[src/rtl/fsb_trace_pkg.sv]
// Shared definitions for trace replay engines: opcode encoding and field widths.
// Pure declarations: no latency, no flow control.
package fsb_trace_pkg;

    localparam int op_width_lp   = 4;
    localparam int wait_width_lp = 32;

    typedef enum logic [op_width_lp-1:0] {
        NOP       = 4'd0,
        SEND      = 4'd1,
        RECV      = 4'd2,
        DONE      = 4'd3,
        WAIT_LOAD = 4'd4,
        WAIT      = 4'd5
    } op_e;

endpackage

[src/rtl/trace_wait_counter.sv]
// Loadable down-counter with a zero flag, shared by the replay engines.
// Load/decrement take effect on the next edge; zero_o reflects the registered count.
// No flow control: the owner decides when to load or decrement.
module trace_wait_counter #(
    parameter int width_p = 32
) (
    input  logic               clk_i,
    input  logic               reset_i,
    input  logic               load_i,
    input  logic [width_p-1:0] load_val_i,
    input  logic               dec_i,
    output logic               zero_o
);

    logic [width_p-1:0] count_q, count_d;

    always_comb begin
        count_d = count_q;
        if (load_i) begin
            count_d = load_val_i;
        end else if (dec_i) begin
            count_d = count_q - width_p'(1);
        end
    end

    always_ff @(posedge clk_i) begin
        if (!reset_i) begin
            count_q <= '0;
        end else begin
            count_q <= count_d;
        end
    end

    assign zero_o = (count_q == '0);

endmodule

[src/rtl/fsb_node_trace_replay.sv]
// Trace replay engine: executes one ROM entry per cycle (send, receive/compare, wait, done).
// Decode is combinational from the ROM; address and flags update on the next edge.
// SEND holds until yumi_i, RECV holds until v_i; en_i low freezes everything.
module fsb_node_trace_replay
    import fsb_trace_pkg::*;
#(
    parameter int ring_width_p     = 88,
    parameter int rom_addr_width_p = 64
) (
    input  logic                        clk_i,
    input  logic                        reset_i,
    input  logic                        en_i,
    input  logic                        v_i,
    input  logic [ring_width_p-1:0]     data_i,
    output logic                        ready_o,
    output logic                        v_o,
    output logic [ring_width_p-1:0]     data_o,
    input  logic                        yumi_i,
    output logic [rom_addr_width_p-1:0] rom_addr_o,
    input  logic [ring_width_p+3:0]     rom_data_i,
    output logic                        done_o,
    output logic                        error_o
);

    logic [rom_addr_width_p-1:0] addr_q, addr_d;
    logic                        done_q, done_d;
    logic                        error_q, error_d;

    logic [op_width_lp-1:0]      op;
    logic [ring_width_p-1:0]     payload;
    logic                        active;
    logic                        adv;
    logic                        cnt_load, cnt_dec, cnt_zero;

    assign op      = rom_data_i[ring_width_p +: op_width_lp];
    assign payload = rom_data_i[ring_width_p-1:0];
    assign active  = en_i & ~done_q & reset_i;

    always_comb begin
        adv      = 1'b0;
        cnt_load = 1'b0;
        cnt_dec  = 1'b0;
        done_d   = done_q;
        error_d  = error_q;
        if (active) begin
            case (op)
                NOP:  adv = 1'b1;
                SEND: adv = yumi_i;
                RECV: begin
                    adv = v_i;
                    if (v_i && (data_i != payload)) begin
                        error_d = 1'b1;
                    end
                end
                DONE: done_d = 1'b1;
                WAIT_LOAD: begin
                    cnt_load = 1'b1;
                    adv      = 1'b1;
                end
                WAIT: begin
                    adv     = cnt_zero;
                    cnt_dec = ~cnt_zero;
                end
                // Unknown opcodes flag an error but keep the replay moving.
                default: begin
                    error_d = 1'b1;
                    adv     = 1'b1;
                end
            endcase
        end
        addr_d = adv ? (addr_q + rom_addr_width_p'(1)) : addr_q;
    end

    always_ff @(posedge clk_i) begin
        if (!reset_i) begin
            addr_q  <= '0;
            done_q  <= 1'b0;
            error_q <= 1'b0;
        end else begin
            addr_q  <= addr_d;
            done_q  <= done_d;
            error_q <= error_d;
        end
    end

    trace_wait_counter #(
        .width_p (wait_width_lp)
    ) wait_cnt (
        .clk_i      (clk_i),
        .reset_i    (reset_i),
        .load_i     (cnt_load),
        .load_val_i (payload[wait_width_lp-1:0]),
        .dec_i      (cnt_dec),
        .zero_o     (cnt_zero)
    );

    assign v_o        = active & (op == SEND);
    assign ready_o    = active & (op == RECV);
    assign data_o     = (op == SEND) ? payload : '0;
    assign rom_addr_o = addr_q;
    assign done_o     = done_q;
    assign error_o    = error_q;

endmodule

[config.mk]
export PLATFORM = sky130hd
export DESIGN_NAME = fsb_node_trace_replay
export DESIGN_NICKNAME = d
export VERILOG_FILES = /design/src/rtl/fsb_trace_pkg.sv /design/src/rtl/trace_wait_counter.sv /design/src/rtl/fsb_node_trace_replay.sv
export SDC_FILE = /design/constraint.sdc
export NUM_CORES = 1
export LEC_CHECK = 0
export CAP_MARGIN = 5
export CORE_MARGIN = 2
export CORE_UTILIZATION = 42
export DETAILED_ROUTE_END_ITERATION = 10
export PLACE_DENSITY_LB_ADDON = 0.15
export SLEW_MARGIN = 20
export SYNTH_ARGS = -nofsm -noshare
export SYNTH_HDL_FRONTEND = slang
export SYNTH_SLANG_ARGS = --single-unit
[constraint.sdc]
create_clock -name clk_i -period 2.95 [get_ports clk_i]
set_input_delay 0.4425 -clock clk_i [delete_from_list [all_inputs] [get_ports clk_i]]
set_output_delay 0.4425 -clock clk_i [all_outputs]
set_load 0.005 [all_outputs]
==> results.tsv, run 1 <==
stage	metric	value	unit
status	status	finished, final reports clean	
timing	min_period	2800	ps
worst_setup_path	r2r_cells	7	
logic_synthesis	ys_seq_elements	98	
timing	finalSetupViolations	0	
timing	min_period_over_period	0.948	
worst_setup_path	startpoint_type	flop	
clock_tree	root_buffer	clkbuf_16	
power	finalPower	3.63	mW
clock_tree	cts.sinks	98	
clock_tree	clock_latency	350	ps
timing	slew_headroom	0.602	
finish	fin_nets	1436	
timing	final.setup.tns	0	ps
logic_synthesis	netlist_top_cells_area	dfxtp_1 (28%), xnor2_1 (8.9%), and3_1 (8.9%)	
worst_setup_path	worstPathMaxFanout	17	
die	io_pins	341	
finish	area_growth	61.4	%
global_routing	antenna_found_initial	21	
logic_synthesis	ys_seq_area_frac	0.282	
routing	wirelength	32200	µm
timing	max_freq	357	MHz
die	die_w	133	µm
die	dieArea	17600	µm²
routing	drc	0	
worst_setup_path	crit_type	reg -> reg	
global_routing	grt_max_degree	91	
routing	wl_per_cell	21.6	µm
worst_setup_path	rr_endpoint	rom_addr_o[23]	
clock_tree	cts_htree_levels	3	
routing	via_per_inst	5.89	
clock_tree	cts_hold_buffers	0	
worst_setup_path	required	3230	ps
logic_synthesis	synthMostInstantiatedCell	and3_1	
worst_setup_path	cp.arrival	3080	ps
timing	worstMarginPinSlew	596	ps
job	maxCapViolCount	0	
die	fp-row-count	47	
place	gp_congestion	1.00	
logic_synthesis	synth_edf_count	0	
worst_setup_path	crit_start	wait_cnt.count_q[13]	
worst_setup_path	r2r_setup_slack	150	ps
clock_tree	max-clock-path-buffers	2	
place	io_buffers	340	
global_routing	first_global_vias	8074	
global_routing	grt_remaining_overflow	0	
clock_tree	numCtsBuffers	9	
finish	drive_above_1_share	0.0718	
die	die-height	133	µm
power	p_leak	4.03	nW
die	core	16400	µm²
power	power_per_cell_area	323	nW/µm²
routing	initialDrtViolationCount	760	
logic_synthesis	async_reset_ff_frac	0	
routing	dr.pass1.iters	6	
hold_path	holdPathStages	1	
finish	postLayoutCellArea	11200	µm²
timing	skew	8.94	ps
routing	vias	8798	
logic_synthesis	synth_top_area_frac	0.282	
place	dpl_cell_area	10900	µm²
logic_synthesis	syn_inst	898	
logic_synthesis	syn_nets	1086	
worst_setup_path	endpoint_kind	flop	
timing	hold_viol	0	
logic_synthesis	netlist_area	6970	µm²
logic_synthesis	ys_top_cells_by_count	and3_1 (99), dfxtp_1 (98), xnor2_1 (71)	
worst_setup_path	r2r-start	wait_cnt.count_q[13]	
timing	grt_setup_unrepaired	false	
logic_synthesis	synth_top_area_cell	dfxtp_1	
timing	finalMaxSlewViolations	0	
hold_path	min_to	rom_addr_o[2]	
logic_synthesis	avgSynthCellArea	7.76	µm²
hold_path	min_from	rom_addr_o[2]	
global_routing	grt_usage	0.357	
hold_path	hold_class	reg -> reg	
clock_tree	cts.clk_slew.worst_paths	70	ps
logic_synthesis	yosysWarningCount	0	
logic_synthesis	synth.distinct_cells	66	
clock_tree	cts_tree	built	
routing	ant_nets	0	
power	vdd_drop_max	0.316	mV
logic_synthesis	synth_ff_type	dfxtp_1	
place	hpwl	25600	µm
die	start_util	0.425	
global_routing	grt_pass1_wl	48500	µm
==> per-layer routing <==
metal	GRT usage	vias up	part of all wire
met3	0.0736	97	0.081
met2	0.562	457	0.48
li1	-	4126	-
met1	0.424	4116	0.37
met5	0	-	0.00040
met4	0.280	2	0.062
==> final cells by class <==
type	count	area [µm²]
fill	1396	5170
multi-input combinational	736	4760
timing repair buffer	393	3850
sequential	98	1960
tap	220	275
clock buffer	9	225
clock inverter	7	77.6
antenna	20	50.0
inverter	10	37.5
==> cells in the final DEF (no fill, tap or decap), types with 4 or more instances in the layout <==
| master | instances |
|---|---|
| a211oi_1 | 7 |
| a21oi_1 | 64 |
| a31oi_1 | 14 |
| and2_1 | 5 |
| and3_1 | 99 |
| and4_1 | 12 |
| buf_12 | 4 |
| buf_4 | 49 |
| clkbuf_16 | 9 |
| clkdlybuf4s50_1 | 340 |
| dfxtp_1 | 98 |
| diode_2 | 20 |
| inv_1 | 8 |
| mux2i_1 | 6 |
| nand2_1 | 60 |
| nand2b_1 | 7 |
| nand3_1 | 35 |
| nand3b_1 | 5 |
| nand4_1 | 41 |
| nor2_1 | 43 |
| nor2b_1 | 5 |
| nor3_1 | 19 |
| nor3b_1 | 7 |
| nor4_1 | 21 |
| o2111ai_1 | 8 |
| o211ai_1 | 5 |
| o21ai_0 | 41 |
| o22ai_1 | 7 |
| o31ai_1 | 11 |
| o41ai_1 | 4 |
| or3_1 | 32 |
| or4_1 | 16 |
| xnor2_1 | 71 |
| xor2_1 | 36 |
==> registers in the layout (all words and copies together), names as in the netlist <==
| register | cells |
|---|---|
| done_o | 1 |
| error_o | 1 |
| rom_addr_o | 64 |
| wait_cnt.count_q | 32 |
==> report_power, final <==
group / internal, mW / switching [mW] / leakage, nW
Combinational: 0.525 / 0.526 / 3.09
Sequential: 1.34 / 0.0177 / 0.790
Clock: 0.667 / 0.560 / 0.152
==> through the flow <==
stage               hold WS [ps]  setup slack (ps)   util  instances
finish                       496               153  0.685       1493
global route                 514              17.4  0.685       1492
CTS                          497               166  0.682       1473
detailed placement           482               126  0.664       1457
global placement             474               145  0.664       1457
floorplan                    461               309      -        898
==> logic make-up after synthesis <==
| kind of cell | synth area share |
|---|---|
| AOI/OAI and AO/OA | 0.179 |
| adders and majority gates | 0.00539 |
| xor gates and xnor gates | 0.135 |
| muxes | 0.00862 |
| DFF | 0.282 |
| and+or+nand+nor | 0.354 |
| buffers and inverters | 0.0365 |
==> worst max path at each step <==
stage | slack (ps) | cells after the start | endpoint
detailed placement | 130 | 8 | rom_addr_o[14]
finish | 150 | 7 | rom_addr_o[23]
global route | 20 | 7 | rom_addr_o[25]
CTS | 170 | 7 | rom_addr_o[8]
floorplan | 310 | 9 | rom_addr_o[17]
global placement | 140 | 8 | rom_addr_o[14]
==> critical path, cell delays in order (launching register included) <==
cell     delay, ps
dfxtp_1        340
or3_1          370
or4_1          590
nor4_4         470
o21ai_2         90
buf_4          210
or4_1          510
a21oi_1        150
==> timing repair <==
| action | in CTS | in global routing |
|---|---|---|
| buffers inserted | 0 | 0 |
| resized for setup | 0 | 1 |
| setup endpoints to repair | 0 | 1 |
Note: power is estimated with default switching activity, not from simulation.
==> inputs of run 2 (changes only) <==
Settings changed: CTS_CLUSTER_SIZE set to 25.
==> results of run 2 <==
Same layout as run 1: the final DEF is identical, and so are final timing and power.
==> inputs of run 3 (changes only) <==
Settings changed: PLACE_DENSITY set to 0.81, PLACE_DENSITY_LB_ADDON 0.15 to unset.
==> results.tsv, run 3 (same netlist as run 1, synthesis figures left out) <==
stage	metric	value	unit	change
global_routing	grt_usage	0.345		-0.0117
timing	skew	12.2	ps	+3.22 ps
power	p_leak	4.04	nW	+0.21%
die	core	16400	µm²	unchanged
worst_setup_path	rr_endpoint	rom_addr_o[14]		
routing	wirelength	31900	µm	-1.2%
finish	largest_reg_flops	64		unchanged
global_routing	grt_max_degree	91		unchanged
worst_setup_path	cp.arrival	2420	ps	-660 ps
die	io_pins	341		unchanged
clock_tree	cts_tree	built		
hold_path	min_to	done_o		
global_routing	first_global_vias	8128		+0.67%
clock_tree	clock_latency	360	ps	about the same
clock_tree	root_buffer	clkbuf_16		
die	start_util	0.425		unchanged
worst_setup_path	slowest_stage	clkdlybuf4s50_1		
routing	via_per_inst	5.95		+0.89%
hold_path	holdPathStages	2		+1
clock_tree	max-clock-path-buffers	2		unchanged
timing	final.setup.tns	0	ps	unchanged
status	status	finished, final reports clean		
worst_setup_path	r2r_setup_slack	140	ps	about the same
finish	fin_nets	1438		+0.14%
clock_tree	cts_hold_buffers	0		unchanged
finish	final_cell_mix	clkdlybuf4s50_1 (340), and3_1 (99), dfxtp_1 (98)		
global_routing	grt_pass1_wl	47300	µm	-2.6%
timing	min_period	2860	ps	+65.4 ps
die	fp-row-count	47		unchanged
finish	fill_cells	1373		-1.6%
worst_setup_path	r2r_cells	8		+1
die	dieArea	17600	µm²	unchanged
global_routing	grt_remaining_overflow	0		unchanged
die	die-height	133	µm	unchanged
worst_setup_path	startpoint_type	input port		
routing	initialDrtViolationCount	758		-0.26%
worst_setup_path	cp_cell_sequence	clkdlybuf4s50_1, nor3b_2, buf_12, and3_1, clkdlybuf4s50_1		
timing	min_period_over_period	0.970		+0.0222
worst_setup_path	path_delay_family	buffers and inverters		
timing	hold_viol	0		unchanged
hold_path	min_from	done_o		
worst_setup_path	cpMostUsedCell	clkdlybuf4s50_1		
finish	multi_input_area	4780	µm²	+0.37%
routing	ant_nets	0		unchanged
worst_setup_path	endpoint_kind	output pin		
clock_tree	cts_htree_levels	3		unchanged
worst_setup_path	required	2510	ps	-720 ps
job	maxCapViolCount	0		unchanged
timing	grt_setup_unrepaired	false		
power	power_frac_seq	0.379		+0.007
global_routing	antenna_found_initial	17		-19%
finish	area_growth	61.6	%	
routing	dr.pass1.iters	5		-1
place	dpl_cell_area	10900	µm²	+0.25%
timing	max_freq	349	MHz	-2.3%
worst_setup_path	cp.depth	5		-2
worst_setup_path	crit_type	in -> out		
clock_tree	cts.clk_slew.worst_paths	70	ps	about the same
power	vdd_drop_max	0.282	mV	-11%
place	hpwl	25000	µm	-2.5%
power	clock_power_share	0.326		-0.012
worst_setup_path	cp_num_buf_inv	3		+2
worst_setup_path	worstPathMaxFanout	88		+71
finish	regArea	1960	µm²	unchanged
timing	slew_headroom	0.589		-0.0135
power	p_int	2.44	mW	-3.3%
finish	final_common_cell	clkdlybuf4s50_1		
power	swShare	0.315		+0.0110
timing	worstMarginPinSlew	601	ps	+5.54 ps
timing	finalSetupViolations	0		unchanged
power	power_per_cell_area	317	nW/µm²	-1.9%
hold_path	hold_class	reg -> reg		
worst_setup_path	r2r-start	wait_cnt.count_q[13]		
clock_tree	cts.sinks	98		unchanged
worst_setup_path	cpPeakStageDelay	540	ps	-50 ps
power	combinationalPowerShare	0.294		+0.005
routing	vias	8864		+0.75%
timing	finalMaxSlewViolations	0		unchanged
finish	drive_above_1_share	0.0741		+0.00228
clock_tree	numCtsBuffers	9		unchanged
routing	wl_per_cell	21.4	µm	-1.0%
place	gp_congestion	0.987		-1.3%
routing	drc	0		unchanged
die	die_w	133	µm	unchanged
power	netSwitchingPower	1.12	mW	+1.8%
finish	postLayoutCellArea	11300	µm²	+0.13%
place	io_buffers	340		unchanged
[run 3: how the worst max path moves through the flow]
| stage | end | start | slack, ps |
|---|---|---|---|
| after global placement | rom_addr_o[37] | rom_data_i[89] | 130 |
| after detailed placement | rom_addr_o[57] | rom_data_i[89] | 100 |
| after floorplan | rom_addr_o[17] | wait_cnt.count_q[12] | 310 |
| after global routing | rom_addr_o[37] | wait_cnt.count_q[13] | 20 |
| after CTS | data_o[75] | rom_data_i[88] | 130 |
| final | data_o[75] | rom_data_i[88] | 90 |
[run 3: layer usage]
metal  GRT usage  share of wire  vias to the layer above  wire length, µm
li1            -              -                     4103                -
met3      0.0697          0.087                       80             2780
met5           0        0.00013                        -                4
met1       0.419           0.38                     4172            12200
met2       0.563           0.48                      507            15400
met4       0.209          0.048                        2             1540
[run 3: repair_timing]
action | 4_1_cts | 5_1_grt
setup endpoints to repair | 0 | 2
resized for setup | 0 | 2
setup buffers | 0 | 0
[run 3: area by class of cell]
cell class / count / area share
diodes: 16 / 0.00356
clock buffers: 9 / 0.0200
clock inverters: 7 / 0.00511
inverters: 10 / 0.00333
multi-input cells: 736 / 0.425
flip-flops and latches: 98 / 0.174
well taps: 220 / 0.0245
repair buffers: 395 / 0.345
[run 3: power by group through the flow]
stage | clock (mW) | combinational (mW) | sequential (mW)
finish | 1.16 | 1.05 | 1.35
global route | 1.23 | 1.11 | 1.36
CTS | 1.17 | 1.03 | 1.35
detailed placement | 0 | 1.02 | 1.38
global placement | 0 | 1.01 | 1.38
floorplan | 0 | 0.445 | 1.38
[run 3: worst min-delay path, delay by kind of cell, from the launching register on]
family,cells,cell delay (ps)
flip-flops,1,350
AND/OR/NAND/NOR,1,70
AO/OA/AOI/OAI,1,50
[run 3: metrics by stage]
stage	setup slack [ps]	hold WS [ps]	cells	utilization	power [mW]
final	87.2	502	1491	0.686	3.57
after CTS	126	502	1475	0.682	3.55
after detailed placement	96.0	490	1459	0.665	2.40
after global routing	19.9	522	1491	0.686	3.69
after floorplan	309	461	898	-	1.82
after global placement	129	485	1459	0.665	2.39
